--- src/rtl/image_write_if.sv ---
`default_nettype none
// ============================================================================
// Module   : image_write_if
// Brief    : Config bus, pixel-group stream and memory-write bundle for image_write.
// Revision : 1.0  initial release
// ============================================================================
interface image_write_if #(
  parameter int CFG_DWIDTH = 32,
  parameter int CFG_AWIDTH = 5,
  parameter int GROUP_NB   = 4,
  parameter int IMG_WIDTH  = 16,
  parameter int MEM_AWIDTH = 16
);
  logic [CFG_DWIDTH-1:0]         cfg_data;
  logic [CFG_AWIDTH-1:0]         cfg_addr;
  logic                          cfg_valid;
  logic                          next;
  logic [GROUP_NB*IMG_WIDTH-1:0] str_bus;
  logic                          str_last;
  logic                          str_val;
  logic                          str_rdy;
  logic                          wr_val;
  logic [MEM_AWIDTH-1:0]         wr_addr;
  logic [GROUP_NB*IMG_WIDTH-1:0] wr_data;
  logic                          done;
  logic                          error;

  modport master (
    output cfg_data, cfg_addr, cfg_valid, next, str_bus, str_last, str_val,
    input  str_rdy, wr_val, wr_addr, wr_data, done, error
  );

  modport slave (
    input  cfg_data, cfg_addr, cfg_valid, next, str_bus, str_last, str_val,
    output str_rdy, wr_val, wr_addr, wr_data, done, error
  );
endinterface
`default_nettype wire

--- src/rtl/image_write.sv ---
`default_nettype none
// ============================================================================
// Module   : image_write
// Brief    : Writes a pixel-group stream into image memory using a configured
//            width/height/depth geometry with row and plane strides.
// Revision : 1.0  initial release
// ============================================================================
module image_write #(
  parameter int CFG_DWIDTH = 32,
  parameter int CFG_AWIDTH = 5,
  parameter int GROUP_NB   = 4,
  parameter int IMG_WIDTH  = 16,
  parameter int MEM_AWIDTH = 16
) (
  input  logic         clk,
  input  logic         rst,
  image_write_if.slave bus_if
);
  localparam int BUS_W = GROUP_NB * IMG_WIDTH;

  localparam logic [CFG_AWIDTH-1:0] CFG_IW_IMG_W  = CFG_AWIDTH'(6);
  localparam logic [CFG_AWIDTH-1:0] CFG_IW_IMG_DH = CFG_AWIDTH'(7);
  localparam logic [CFG_AWIDTH-1:0] CFG_IW_BASE   = CFG_AWIDTH'(8);
  localparam logic [CFG_AWIDTH-1:0] CFG_IW_STRIDE = CFG_AWIDTH'(9);

  localparam logic [0:0] ST_IDLE   = 1'b0;
  localparam logic [0:0] ST_ACTIVE = 1'b1;

  logic [0:0]            state_q, state_d;
  logic [15:0]           img_w_q, img_h_q, img_d_q;
  logic [15:0]           row_stride_q, plane_stride_q;
  logic [MEM_AWIDTH-1:0] base_q;
  logic [15:0]           w_q, h_q, d_q;
  logic [MEM_AWIDTH-1:0] addr_q, row_base_q, plane_base_q;
  logic                  wr_val_q, done_q, error_q;
  logic [MEM_AWIDTH-1:0] wr_addr_q;
  logic [BUS_W-1:0]      wr_data_q;

  logic                  w_str_rdy, w_accept, w_final, w_start, w_cfg_we;
  logic [MEM_AWIDTH-1:0] w_row_next, w_plane_next;

  assign w_accept     = bus_if.str_val && w_str_rdy;
  assign w_start      = (state_q == ST_IDLE) && bus_if.next;
  assign w_cfg_we     = (state_q == ST_IDLE) && bus_if.cfg_valid;
  assign w_final      = (w_q == img_w_q) && (h_q == img_h_q) && (d_q == img_d_q);
  assign w_row_next   = row_base_q + MEM_AWIDTH'(row_stride_q);
  assign w_plane_next = plane_base_q + MEM_AWIDTH'(plane_stride_q);

  always_ff @(posedge clk) begin
    if (rst) state_q <= ST_IDLE;
    else     state_q <= state_d;
  end

  always_comb begin
    state_d = state_q;
    case (state_q)
      ST_IDLE:   if (bus_if.next) state_d = ST_ACTIVE;
      ST_ACTIVE: if (w_accept && w_final) state_d = ST_IDLE;
      default:   state_d = ST_IDLE;
    endcase
  end

  // Ready depends on state only, so the producer never sees a path from str_val.
  always_comb begin
    w_str_rdy = 1'b0;
    if (state_q == ST_ACTIVE) w_str_rdy = 1'b1;
  end

  always_ff @(posedge clk) begin
    if (rst) begin
      img_w_q        <= '0;
      img_h_q        <= '0;
      img_d_q        <= '0;
      base_q         <= '0;
      row_stride_q   <= '0;
      plane_stride_q <= '0;
      w_q            <= '0;
      h_q            <= '0;
      d_q            <= '0;
      addr_q         <= '0;
      row_base_q     <= '0;
      plane_base_q   <= '0;
      wr_val_q       <= 1'b0;
      wr_addr_q      <= '0;
      wr_data_q      <= '0;
      done_q         <= 1'b0;
      error_q        <= 1'b0;
    end else begin
      wr_val_q <= w_accept;
      done_q   <= w_accept && w_final;

      if (w_accept) begin
        wr_addr_q <= addr_q;
        wr_data_q <= bus_if.str_bus;
        if (bus_if.str_last != w_final) error_q <= 1'b1;
        if (w_q < img_w_q) begin
          w_q    <= w_q + 16'd1;
          addr_q <= addr_q + MEM_AWIDTH'(1);
        end else begin
          w_q <= '0;
          if (h_q < img_h_q) begin
            h_q        <= h_q + 16'd1;
            row_base_q <= w_row_next;
            addr_q     <= w_row_next;
          end else begin
            h_q          <= '0;
            d_q          <= d_q + 16'd1;
            plane_base_q <= w_plane_next;
            row_base_q   <= w_plane_next;
            addr_q       <= w_plane_next;
          end
        end
      end

      // Frame start samples base_q before any same-cycle cfg write lands.
      if (w_start) begin
        w_q          <= '0;
        h_q          <= '0;
        d_q          <= '0;
        addr_q       <= base_q;
        row_base_q   <= base_q;
        plane_base_q <= base_q;
        error_q      <= 1'b0;
      end

      if (w_cfg_we) begin
        case (bus_if.cfg_addr)
          CFG_IW_IMG_W:  img_w_q <= bus_if.cfg_data[15:0];
          CFG_IW_IMG_DH: begin
            img_d_q <= bus_if.cfg_data[31:16];
            img_h_q <= bus_if.cfg_data[15:0];
          end
          CFG_IW_BASE:   base_q <= bus_if.cfg_data[MEM_AWIDTH-1:0];
          CFG_IW_STRIDE: begin
            plane_stride_q <= bus_if.cfg_data[31:16];
            row_stride_q   <= bus_if.cfg_data[15:0];
          end
          default: ;
        endcase
      end
    end
  end

  assign bus_if.str_rdy = w_str_rdy;
  assign bus_if.wr_val  = wr_val_q;
  assign bus_if.wr_addr = wr_addr_q;
  assign bus_if.wr_data = wr_data_q;
  assign bus_if.done    = done_q;
  assign bus_if.error   = error_q;
endmodule
`default_nettype wire

--- src/flat_wrapper.sv ---
// flat-port wrapper written by rule: the top's interface ports become plain ports
module image_write_flat 
#(
  parameter int CFG_DWIDTH = 32,
  parameter int CFG_AWIDTH = 5,
  parameter int GROUP_NB   = 4,
  parameter int IMG_WIDTH  = 16,
  parameter int MEM_AWIDTH = 16
)
  (clk, rst, bus_if_cfg_data, bus_if_cfg_addr, bus_if_cfg_valid, bus_if_next, bus_if_str_bus, bus_if_str_last, bus_if_str_val, bus_if_str_rdy, bus_if_wr_val, bus_if_wr_addr, bus_if_wr_data, bus_if_done, bus_if_error);
  image_write_if #(.CFG_DWIDTH(CFG_DWIDTH), .CFG_AWIDTH(CFG_AWIDTH), .GROUP_NB(GROUP_NB), .IMG_WIDTH(IMG_WIDTH), .MEM_AWIDTH(MEM_AWIDTH)) bus_if_i ();
  input  logic clk;
  input  logic rst;
  input wire logic [$bits(bus_if_i.cfg_data)-1:0] bus_if_cfg_data;
  input wire logic [$bits(bus_if_i.cfg_addr)-1:0] bus_if_cfg_addr;
  input wire logic [$bits(bus_if_i.cfg_valid)-1:0] bus_if_cfg_valid;
  input wire logic [$bits(bus_if_i.next)-1:0] bus_if_next;
  input wire logic [$bits(bus_if_i.str_bus)-1:0] bus_if_str_bus;
  input wire logic [$bits(bus_if_i.str_last)-1:0] bus_if_str_last;
  input wire logic [$bits(bus_if_i.str_val)-1:0] bus_if_str_val;
  output wire logic [$bits(bus_if_i.str_rdy)-1:0] bus_if_str_rdy;
  output wire logic [$bits(bus_if_i.wr_val)-1:0] bus_if_wr_val;
  output wire logic [$bits(bus_if_i.wr_addr)-1:0] bus_if_wr_addr;
  output wire logic [$bits(bus_if_i.wr_data)-1:0] bus_if_wr_data;
  output wire logic [$bits(bus_if_i.done)-1:0] bus_if_done;
  output wire logic [$bits(bus_if_i.error)-1:0] bus_if_error;
  assign bus_if_i.cfg_data = bus_if_cfg_data;
  assign bus_if_i.cfg_addr = bus_if_cfg_addr;
  assign bus_if_i.cfg_valid = bus_if_cfg_valid;
  assign bus_if_i.next = bus_if_next;
  assign bus_if_i.str_bus = bus_if_str_bus;
  assign bus_if_i.str_last = bus_if_str_last;
  assign bus_if_i.str_val = bus_if_str_val;
  assign bus_if_str_rdy = bus_if_i.str_rdy;
  assign bus_if_wr_val = bus_if_i.wr_val;
  assign bus_if_wr_addr = bus_if_i.wr_addr;
  assign bus_if_wr_data = bus_if_i.wr_data;
  assign bus_if_done = bus_if_i.done;
  assign bus_if_error = bus_if_i.error;
  image_write #(.CFG_DWIDTH(CFG_DWIDTH), .CFG_AWIDTH(CFG_AWIDTH), .GROUP_NB(GROUP_NB), .IMG_WIDTH(IMG_WIDTH), .MEM_AWIDTH(MEM_AWIDTH)) u_core (.clk(clk), .rst(rst), .bus_if(bus_if_i));
endmodule
--- config.mk ---
export PLATFORM = sky130hd
export DESIGN_NAME = image_write_flat
export DESIGN_NICKNAME = d
export VERILOG_FILES = /design/src/rtl/image_write_if.sv /design/src/rtl/image_write.sv /design/src/flat_wrapper.sv
export SDC_FILE = /design/constraint.sdc
export NUM_CORES = 1
export LEC_CHECK = 0
export BUFFER_PORTS_ARGS = -buffer_cell sky130_fd_sc_hd__buf_2
export CORE_MARGIN = 3
export CORE_UTILIZATION = 52
export DETAILED_ROUTE_END_ITERATION = 7
export PLACE_DENSITY = 0.84
export RECOVER_POWER = 100
export REMOVE_ABC_BUFFERS = 1
export SYNTH_ARGS = -nofsm -noshare
export SYNTH_HDL_FRONTEND = slang
export SYNTH_SLANG_ARGS = --single-unit
--- constraint.sdc ---
create_clock -name clk -period 4.1 [get_ports clk]
set_input_delay 0.615 -clock clk [delete_from_list [all_inputs] [get_ports clk]]
set_output_delay 0.615 -clock clk [all_outputs]
set_load 0.01 [all_outputs]
==> qor.txt, run 1 <==
PD cells -> 392 mW/mm^2
# setup viols final -> 0
R2r startpoint -> u_core.img_h_q[15]
Core area -> 0.0246 sq mm
Hold Buf Count CTS -> 0
Int Power -> 4470 uW
Share of layout cells above drive strength 1 -> 0.106
Die height -> 165 um
Fillers -> 2,164
Crit path max fanout -> 33
Fin Clk Skew -> 8.73 ps
R2R Setup Slk -> 500 ps
Crit path DAT -> 4000 ps
Final Max Tran Viols -> 148
Remaining DRCs -> 0
Reg2Reg Depth -> 11
Antenna-violating nets left -> 0
Drt first pass iters -> 5
Number of global-route vias before repair -> 11.0k
Final nets -> 1,939
CTS resizes -> 0
Fin cells -> 2,110
Bufs on Longest Clock Path -> 3
Die Width -> 165 um
Sw Share -> 0.246
First-pass GRT wire length -> 55.7 mm
Diodes inserted -> 0
Detailed-route vias per instance -> 5.69
Synth warn -> 0
Tot GR Track Use -> 0.250
WS Path Type -> reg2reg
Final Cycle Share -> 0.878
Die ar. -> 0.0273 sq mm
Setup crit start -> u_core.img_h_q[15]
Sw power -> 1460 uW
Final hold slack -> 307 ps
Failing checks -> max-capacitance violations, max-slew violations
H-tree depth -> 1
Worst slew margin -> -0.347
Hold Crit Class -> in2reg
Initial antenna violation count -> 0
Top Ports -> 191
Final min period -> 3600 ps
Gate power share -> 0.083
Drt total wl -> 35.8 mm
Post-synth EDFFs -> 0
FMAX -> 278 MHz
GRT overflow -> 0
Clock network power share -> 0.449
Iteration-0 DRC Markers -> 1,000
Clock Tree Root -> clkbuf_16
Utilization after layout -> 0.615
Routed wire per std cell -> 17.0 um
CP Capture Type -> flip-flop
Syn Std Cell Area -> 0.0132 sq mm
Area occupied by multi-input gates -> 0.00713 sq mm
Fraction of power consumed by sequential logic -> 0.469
Pre-CTS WS -> 933 ps
Leak Pwr -> 0.00599 uW
Seq cells post-synth -> 276
Largest net degree at the start of global routing -> 130
VDD IR max -> 284 uV
Dpl cell area -> 0.0143 sq mm
TritonCTS clock tree -> done
Post-synthesis average cell area -> 8.12 sq um
Area grow syn2layout -> 14.8%
Setup Fix Bufs, Post-CTS -> 0
Via Count -> 12.0k
Setup ws final -> 502 ps
Total placed cells including tap cells -> 2,057
Top FF cell, synth -> dfxtp_1
Syn Inst Count -> 1,623
Fin area -> 0.0151 sq mm
Storage element area -> 0.00553 sq mm
Row cnt -> 57
Status -> finished, violations left
Data required time of the worst path -> 4500 ps
Max-cap violation count -> 3
Slew @ Worst Pin -> 2020 ps
IO buf count -> 190
Starting Density -> 0.536
Clk_lat worst skew -> 550 ps
Ys async rst share -> 0
CTS buffer count -> 29
Seq/Total Area, Yosys -> 0.419
Gp weighted congestion -> 0.891
Worst Setup EP -> u_core.plane_base_q[4]
Post-DP HPWL -> 24.9 mm
Register clock-pin slew on the reported worst setup and hold paths -> 70 ps
CP Launch Type -> flip-flop
Synth unique cells -> 67
RR Endpoint -> u_core.plane_base_q[4]
Final Hold Fails -> 0
Unrepaired setup endpoints after global routing -> false
Clock sink count -> 276
==> layer usage <==
metal | vias to the layer above | wire, um | GRT usage
li1 | 5819 | - | -
met1 | 5601 | 15400 | 0.329
met2 | 511 | 16300 | 0.420
met3 | 70 | 3150 | 0.0429
met4 | 0 | 1030 | 0.0778
met5 | - | 0 | 0
==> worst min path at each step <==
stage | from | to | slack, ps | depth (start not counted)
after global routing | bus_if_str_bus[6] | u_core.bus_if.wr_data[6] | 300 | 3
after floorplan | u_core.img_h_q[10] | u_core.img_h_q[10] | 430 | 2
after global placement | u_core.bus_if.wr_data[43] | u_core.bus_if.wr_data[43] | 440 | 2
final | bus_if_str_bus[29] | u_core.bus_if.wr_data[29] | 310 | 3
after detailed placement | u_core.bus_if.wr_data[15] | u_core.bus_if.wr_data[15] | 440 | 2
after CTS | bus_if_str_bus[45] | u_core.bus_if.wr_data[45] | 290 | 3
==> registers in the layout (all words and copies together) (netlist names), 16 cells and up <==
signal,count
u_core.plane_stride_q,16
u_core.base_q,16
u_core.addr_q,16
u_core.bus_if.wr_addr,16
u_core.row_stride_q,16
u_core.bus_if.wr_data,64
u_core.h_q,16
u_core.w_q,16
u_core.img_w_q,16
u_core.row_base_q,16
u_core.img_h_q,16
u_core.d_q,16
u_core.img_d_q,16
u_core.plane_base_q,16
==> cell usage after synthesis (23+ instances only) <==
master | number | area (sq um)
nand2_1 | 391 | 1470
dfxtp_1 | 276 | 5530
a21oi_1 | 204 | 1020
nor2_1 | 122 | 458
clkbuf_1 | 71 | 267
ha_1 | 66 | 826
xor2_1 | 54 | 473
xnor2_1 | 46 | 403
inv_1 | 42 | 158
mux2i_1 | 41 | 410
nand3_1 | 34 | 170
o211ai_1 | 23 | 173
==> critical path, cell delays in order, from the launching register on <==
cell      delay (ps)
dfxtp_1          330
inv_1             50
ha_1             310
nand4_2          170
nor4_2           340
o21ai_0          210
o211a_1          480
a211oi_4         350
clkbuf_2         630
mux2_2           410
nand2_1           70
a21oi_1           90
==> stage by stage <==
step | total power [uW] | setup TNS, ps
after floorplan | 3090 | -4940
after global placement | 3320 | 0
after detailed placement | 3330 | 0
after CTS | 5970 | 0
after global routing | 6130 | 0
final | 5930 | 0
==> power by group through the flow <==
| stage | clock network, uW | logic (uW) | registers, uW |
|---|---|---|---|
| 6_report | 2660 | 490 | 2780 |
| 3_3_place_gp | 0 | 484 | 2830 |
| 4_1_cts | 2700 | 497 | 2780 |
| 2_1_floorplan | 0 | 243 | 2840 |
| 3_5_place_dp | 0 | 494 | 2840 |
| 5_1_grt | 2820 | 535 | 2780 |
==> cell families after synthesis <==
logic type | synth area share
AND/OR/NAND/NOR | 0.207
AO/OA/AOI/OAI | 0.161
flip-flops | 0.419
buffers and inverters | 0.0395
XOR/XNOR | 0.0665
adder cells (fa/ha/maj) | 0.0657
multiplexers | 0.0405
==> layout make-up <==
type | count | share of cell area
multi-input cells | 1215 | 0.471
flip-flops and latches | 276 | 0.365
repair buffers | 200 | 0.0618
clock buffers | 36 | 0.0530
well taps | 324 | 0.0268
clock inverters | 17 | 0.0113
inverters | 42 | 0.0104
==> cells in the final DEF (no fill, tap or decap), drive strengths merged, types with 34 or more instances in the layout <==
cell    netlist  routed
nand2       391     391
dfxtp       276     276
a21oi       204     204
nor2        122     122
clkbuf       71     122
buf          19     114
ha           66      66
xor2         54      54
xnor2        46      46
inv          42      42
mux2i        41      41
nand3        34      34
No activity file was read; power rests on OpenSTA's default activity.
==> run 2: changes to the inputs <==
--- a/config.mk
+++ b/config.mk
@@ -5,12 +5,12 @@
 export SDC_FILE = /design/constraint.sdc
 export NUM_CORES = 1
 export LEC_CHECK = 0
-export BUFFER_PORTS_ARGS = -buffer_cell sky130_fd_sc_hd__buf_2
 export CORE_MARGIN = 3
 export CORE_UTILIZATION = 52
 export DETAILED_ROUTE_END_ITERATION = 7
-export PLACE_DENSITY = 0.84
-export RECOVER_POWER = 100
+export DONT_BUFFER_PORTS = 1
+export PLACE_DENSITY = 0.77
+export RECOVER_POWER = 25
 export REMOVE_ABC_BUFFERS = 1
 export SYNTH_ARGS = -nofsm -noshare
 export SYNTH_HDL_FRONTEND = slang
==> run 2 against run 1 <==
Against the previous run:
- sequential power about the same
- clock-buffer cell count increased by 5
- setup slack improved by 180 ps
- critical endpoint unchanged
- global-route usage about the same
- the run still ends with max-capacitance violations, max-slew violations left
- routed wire length increased by 0.33%
- critical path depth decreased by 4
==> qor.txt, run 2 (same netlist as run 1, synthesis figures left out) <==
TritonCTS clock tree -> done (unchanged)
Iteration-0 DRC Markers -> 978 (was 1,000)
Share of layout cells above drive strength 1 -> 0.0544 (was 0.106)
Top Ports -> 191 (unchanged)
Top cell by count, worst path -> nand2_1
CP cell instances -> nand2_1 -> clkbuf_2 -> a211oi_4 -> buf_4 -> mux2_2 -> nand2_1 -> a21oi_1 (was inv_1 -> ha_1 -> nand4_2 -> nor4_2 -> o21ai_0 -> o211a_1 -> a211oi_4 -> clkbuf_2 -> mux2_2 -> nand2_1 -> a21oi_1)
Worst Setup EP -> u_core.plane_base_q[4] (unchanged)
Most frequent cells in the layout -> nand2_1, dfxtp_1, a21oi_1 (unchanged)
R2r startpoint -> u_core.state_q (was u_core.img_h_q[15])
Final hold slack -> 152 ps (was 307 ps)
Failing checks -> max-capacitance violations, max-slew violations (unchanged)
Final nets -> 1,749 (was 1,939)
Final min period -> 3420 ps (was 3600 ps)
CTS buffer count -> 30 (was 29)
Leak Pwr -> 0.00549 uW (was 0.00599 uW)
IO buf count -> 0 (was 190)
Fin Clk Skew -> 25.6 ps (was 8.73 ps)
Unrepaired setup endpoints after global routing -> false (unchanged)
Tot GR Track Use -> 0.250 (about the same)
Area grow syn2layout -> 8.87% (was 14.8%)
Setup ws final -> 677 ps (was 502 ps)
Worst slew margin -> -0.188 (was -0.347)
Final Cycle Share -> 0.835 (was 0.878)
Setup Fix Bufs, Post-CTS -> 0 (unchanged)
Register clock-pin slew on the reported worst setup and hold paths -> 60 ps (was 70 ps)
RR Endpoint -> u_core.plane_base_q[4] (unchanged)
Max-cap violation count -> 1 (was 3)
Total placed cells including tap cells -> 1,866 (was 2,057)
Row cnt -> 57 (unchanged)
VDD IR max -> 356 uV (was 284 uV)
Antenna-violating nets left -> 0 (unchanged)
First-pass GRT wire length -> 54.6 mm (was 55.7 mm)
CP Capture Type -> flip-flop (unchanged)
Status -> finished, violations left (unchanged)
WS Path Type -> reg2reg (unchanged)
Fin cells -> 1,923 (was 2,110)
PD cells -> 414 mW/mm^2 (was 392 mW/mm^2)
Pre-CTS WS -> 905 ps (was 933 ps)
Commonest non-fill, non-tap cell in the layout -> nand2_1 (unchanged)
Largest net degree at the start of global routing -> 228 (was 130)
Data required time of the worst path -> 4540 ps (was 4500 ps)
Largest stage delay, worst path -> 960 ps (was 630 ps)
R2R Setup Slk -> 680 ps (was 500 ps)
Setup crit start -> u_core.state_q (was u_core.img_h_q[15])
Area occupied by multi-input gates -> 0.00716 sq mm (was 0.00713 sq mm)
Reg2Reg Depth -> 7 (was 11)
Post-DP HPWL -> 24.7 mm (was 24.9 mm)
Number of flip-flops in the largest register -> 64 (unchanged)
Die Width -> 165 um (unchanged)
Final Hold Fails -> 0 (unchanged)
Slew @ Worst Pin -> 1780 ps (was 2020 ps)
Drt first pass iters -> 5 (unchanged)
Clock sink count -> 276 (unchanged)
Fillers -> 2,151 (was 2,164)
Die height -> 165 um (unchanged)
Gp weighted congestion -> 0.901 (was 0.891)
Storage element area -> 0.00553 sq mm (unchanged)
CP Launch Type -> flip-flop (unchanged)
Utilization after layout -> 0.583 (was 0.615)
Number of global-route vias before repair -> 10.2k (was 11.0k)
Final Max Tran Viols -> 84 (was 148)
Clk_lat worst skew -> 560 ps (was 550 ps)
Drt total wl -> 36.0 mm (was 35.8 mm)
Clock Tree Root -> clkbuf_16 (unchanged)
Hold Crit Class -> in2reg (unchanged)
Detailed-route vias per instance -> 5.87 (was 5.69)
# setup viols final -> 0 (unchanged)
H-tree depth -> 1 (unchanged)
Initial antenna violation count -> 1 (was 0)
Crit path max fanout -> 83 (was 33)
CTS resizes -> 0 (unchanged)
Crit path DAT -> 3860 ps (was 4000 ps)
Remaining DRCs -> 0 (unchanged)
Routed wire per std cell -> 18.7 um (was 17.0 um)
Crit-path slowest cell -> clkbuf_2 (unchanged)
Via Count -> 11.3k (was 12.0k)
Die ar. -> 0.0273 sq mm (unchanged)
GRT overflow -> 0 (unchanged)
Starting Density -> 0.536 (unchanged)
Sum Neg Setup Slack -> 0 ps (unchanged)
Core area -> 0.0246 sq mm (unchanged)
Bufs on Longest Clock Path -> 3 (unchanged)
Hold Buf Count CTS -> 0 (unchanged)
FMAX -> 292 MHz (was 278 MHz)
==> run 2: stage by stage <==
step / area (sq um) / total power, uW
after detailed placement: 13300 / 3200
final: 14300 / 5940
after CTS: 14400 / 5970
after global placement: 13300 / 3190
after global routing: 14300 / 6140
after floorplan: 12800 / 3090
==> run 2: critical path: cells and delay by family, from the launching register on <==
kind	cells	cell delay [ps]
AO/OA/AOI/OAI	2	600
buffers and inverters	2	1380
AND/OR/NAND/NOR	2	330
flip-flops	1	570
multiplexers	1	380
==> run 2: final cells by class <==
cell class,count,area share
diodes,1,0.000174
clock buffers,41,0.0588
inverters,42,0.0110
well taps,324,0.0283
clock inverters,15,0.0133
repair buffers,9,0.00453
flip-flops and latches,276,0.385
multi-input cells,1215,0.499
==> run 2: how the worst min path moves through the flow <==
stage	start	to	slack, ps	depth (start not counted)
after detailed placement	u_core.img_h_q[6]	u_core.img_h_q[6]	440	2
after global routing	rst	u_core.bus_if.wr_data[25]	130	1
after CTS	rst	u_core.bus_if.wr_data[25]	130	1
final	rst	u_core.bus_if.wr_data[25]	150	1
after floorplan	u_core.img_h_q[10]	u_core.img_h_q[10]	430	2
after global placement	u_core.img_h_q[9]	u_core.img_h_q[9]	440	2
==> run 2: power by group <==
group	internal, uW	switching, uW
clock network	1690	1110
logic	111	233
registers	2740	61.4
==> run 2: layer usage <==
layer,part of all wire,vias to the layer above,global-route usage
met5,0,-,0
met4,0.044,0,0.104
met3,0.098,85,0.0673
met2,0.44,455,0.403
met1,0.41,5282,0.317
li1,-,5457,-
==> run 3: changes to the inputs <==
==> constraint.sdc (replaced) <==
create_clock -name clk -period 3.3 [get_ports clk]
set_input_delay 0.495 -clock clk [delete_from_list [all_inputs] [get_ports clk]]
set_output_delay 0.495 -clock clk [all_outputs]
set_load 0.01 [all_outputs]
==> run 3 against run 2 <==
Against the previous run:
- the flow still finishes with violations (max-capacitance violations, max-slew violations)
- final cell count increased by 0.36%
- routed wire length is 0.59% lower
- non-clock buffer count increased by 10
- core utilization up 0.16 points
- via count shrank 0.59%
- sequential share of layout area shrank 0.10 points
- clock-buffer cell count fell by 1
- clock skew shrank 13 ps
- worst hold slack worse by 130 ps
- sequential cell count stayed put
- total power rose by 22%
- critical endpoint is now u_core.h_q[9]
- largest power group unchanged
==> qor.txt, run 3 (same netlist as run 1, synthesis figures left out) <==
Status -> finished, violations left (unchanged)
Worst slew margin -> -0.0565 (was -0.188)
Routed wire per std cell -> 18.5 um (was 18.7 um)
Failing checks -> max-capacitance violations, max-slew violations (unchanged)
Fraction of power consumed by sequential logic -> 0.482 (was 0.471)
Diodes inserted -> 0 (was 1)
Final Max Tran Viols -> 17 (was 84)
Total power -> 7220 uW (was 5940 uW)
Number of flip-flops in the largest register -> 64 (unchanged)
Core area -> 0.0246 sq mm (unchanged)
PD cells -> 502 mW/mm^2 (was 414 mW/mm^2)
Iteration-0 DRC Markers -> 893 (was 978)
Clock Tree Root -> clkbuf_16 (unchanged)
Data required time of the worst path -> 3780 ps (was 4540 ps)
Clock network power share -> 0.458 (was 0.471)
CTS buffer count -> 30 (unchanged)
Clk_lat worst skew -> 550 ps (was 560 ps)
Drt first pass iters -> 5 (unchanged)
Die ar. -> 0.0273 sq mm (unchanged)
Final Hold Fails -> 0 (unchanged)
Routed wl met2 -> 16.1 mm (was 16.0 mm)
H-tree depth -> 1 (unchanged)
VDD IR max -> 386 uV (was 356 uV)
Total placed cells including tap cells -> 1,876 (was 1,866)
Initial antenna violation count -> 0 (was 1)
Most frequent cells in the layout -> nand2_1, dfxtp_1, a21oi_1 (unchanged)
Int Power -> 5480 uW (was 4540 uW)
Sw power -> 1740 uW (was 1400 uW)
CP Launch Type -> flip-flop (unchanged)
Starting Density -> 0.536 (unchanged)
TritonCTS clock tree -> done (unchanged)
Largest net degree at the start of global routing -> 228 (unchanged)
Sum Neg Setup Slack -> 0 ps (unchanged)
Die Width -> 165 um (unchanged)
Fin area -> 0.0144 sq mm (was 0.0143 sq mm)
Hold Crit Class -> in2reg (unchanged)
Area grow syn2layout -> 9.16% (was 8.87%)
Crit path max fanout -> 10 (was 83)
Setup Fix Bufs, Post-CTS -> 0 (unchanged)
Unrepaired setup endpoints after global routing -> false (unchanged)
GRT overflow -> 0 (unchanged)
Row cnt -> 57 (unchanged)
Clock sink count -> 276 (unchanged)
Final nets -> 1,759 (was 1,749)
Wire length on met1 -> 14.9 mm (about the same)
Bufs on Longest Clock Path -> 3 (unchanged)
Via Count -> 11.2k (was 11.3k)
Hold Buf Count CTS -> 0 (unchanged)
Met3 wire length -> 3.46 mm (was 3.51 mm)
Crit path DAT -> 3280 ps (was 3860 ps)
# setup viols final -> 0 (unchanged)
WS Path Type -> reg2reg (unchanged)
R2R Setup Slk -> 490 ps (was 680 ps)
Commonest non-fill, non-tap cell in the layout -> nand2_1 (unchanged)
Die height -> 165 um (unchanged)
Tot GR Track Use -> 0.250 (about the same)
Final Cycle Share -> 0.850 (was 0.835)
Fin Clk Skew -> 12.2 ps (was 25.6 ps)
Slew @ Worst Pin -> 1580 ps (was 1780 ps)
Detailed-route vias per instance -> 5.81 (was 5.87)
CTS resizes -> 0 (unchanged)
CP Capture Type -> flip-flop (unchanged)
Top Ports -> 191 (unchanged)
Antenna-violating nets left -> 0 (unchanged)
Highest metal used -> met4 (unchanged)
Number of global-route vias before repair -> 10.4k (was 10.2k)
Final min period -> 2810 ps (was 3420 ps)
IO buf count -> 0 (unchanged)
Post-DP HPWL -> 24.8 mm (was 24.7 mm)
Max-cap violation count -> 1 (unchanged)
FMAX -> 356 MHz (was 292 MHz)
Register clock-pin slew on the reported worst setup and hold paths -> 60 ps (about the same)
Fin cells -> 1,930 (was 1,923)
Remaining DRCs -> 0 (unchanged)
Gp weighted congestion -> 0.940 (was 0.901)
Sw Share -> 0.241 (was 0.236)
Gate power share -> 0.060 (was 0.058)
Share of layout cells above drive strength 1 -> 0.0610 (was 0.0544)
Drt total wl -> 35.7 mm (was 36.0 mm)
Dpl cell area -> 0.0134 sq mm (was 0.0133 sq mm)
Fillers -> 2,224 (was 2,151)
Leak Pwr -> 0.00552 uW (was 0.00549 uW)
First-pass GRT wire length -> 54.8 mm (was 54.6 mm)
==> run 3: changes by cell type in the layout (fill, tap and decap cells not counted), moves of 3 or more <==
cell       previous run  this run
buf_4                 8        17
bufinv_16             4         1
clkbuf_8              3         6
clkbuf_1              7         4
==> run 3: cell type report <==
type / instances / area [sq um] / share of cell area
flip-flops and latches: 276 / 5530 / 0.384
inverters: 42 / 158 / 0.0110
clock inverters: 14 / 114 / 0.00791
repair buffers: 19 / 151 / 0.0105
multi-input cells: 1215 / 7160 / 0.498
well taps: 324 / 405 / 0.0282
clock buffers: 40 / 870 / 0.0604
==> run 3: metrics by stage <==
step | setup WS [ps] | hold WS (ps) | util
global placement | 554 | 441 | 0.545
detailed placement | 543 | 444 | 0.545
finish | 494 | 26.5 | 0.585
floorplan | -1040 | 430 | -
global route | 299 | 4.55 | 0.585
CTS | 520 | 4.64 | 0.585
==> run 3: critical path: stages, from the launching register on <==
cell	delay [ps]
dfxtp_1	330
inv_1	50
ha_1	290
nand3_1	110
nor3_1	400
o21ai_1	330
a21o_1	390
nor3_1	320
or3b_1	370
a21oi_1	140
==> run 3: power by group through the flow <==
stage | registers (uW) | clock network (uW) | logic, uW
6_report | 3480 | 3300 | 436
5_1_grt | 3490 | 3490 | 478
4_1_cts | 3480 | 3360 | 433
3_5_place_dp | 3550 | 0 | 431
3_3_place_gp | 3550 | 0 | 423
2_1_floorplan | 3530 | 0 | 302
==> run 3: worst paths after layout <==
path / start / endpoint / depth (start not counted)
setup / recovery: u_core.img_w_q[15] / u_core.h_q[9] / 9
hold / removal: rst / u_core.bus_if.wr_data[37] / 1
setup reg to reg: u_core.img_w_q[15] / u_core.h_q[9] / 9
hold reg to reg: u_core.img_h_q[10] / u_core.img_h_q[10] / 2
==> run 3: metal layers <==
layer / vias up / global-route usage
li1: 5456 / -
met1: 5242 / 0.322
met2: 442 / 0.411
met3: 73 / 0.0574
met4: 0 / 0.0896
met5: - / 0
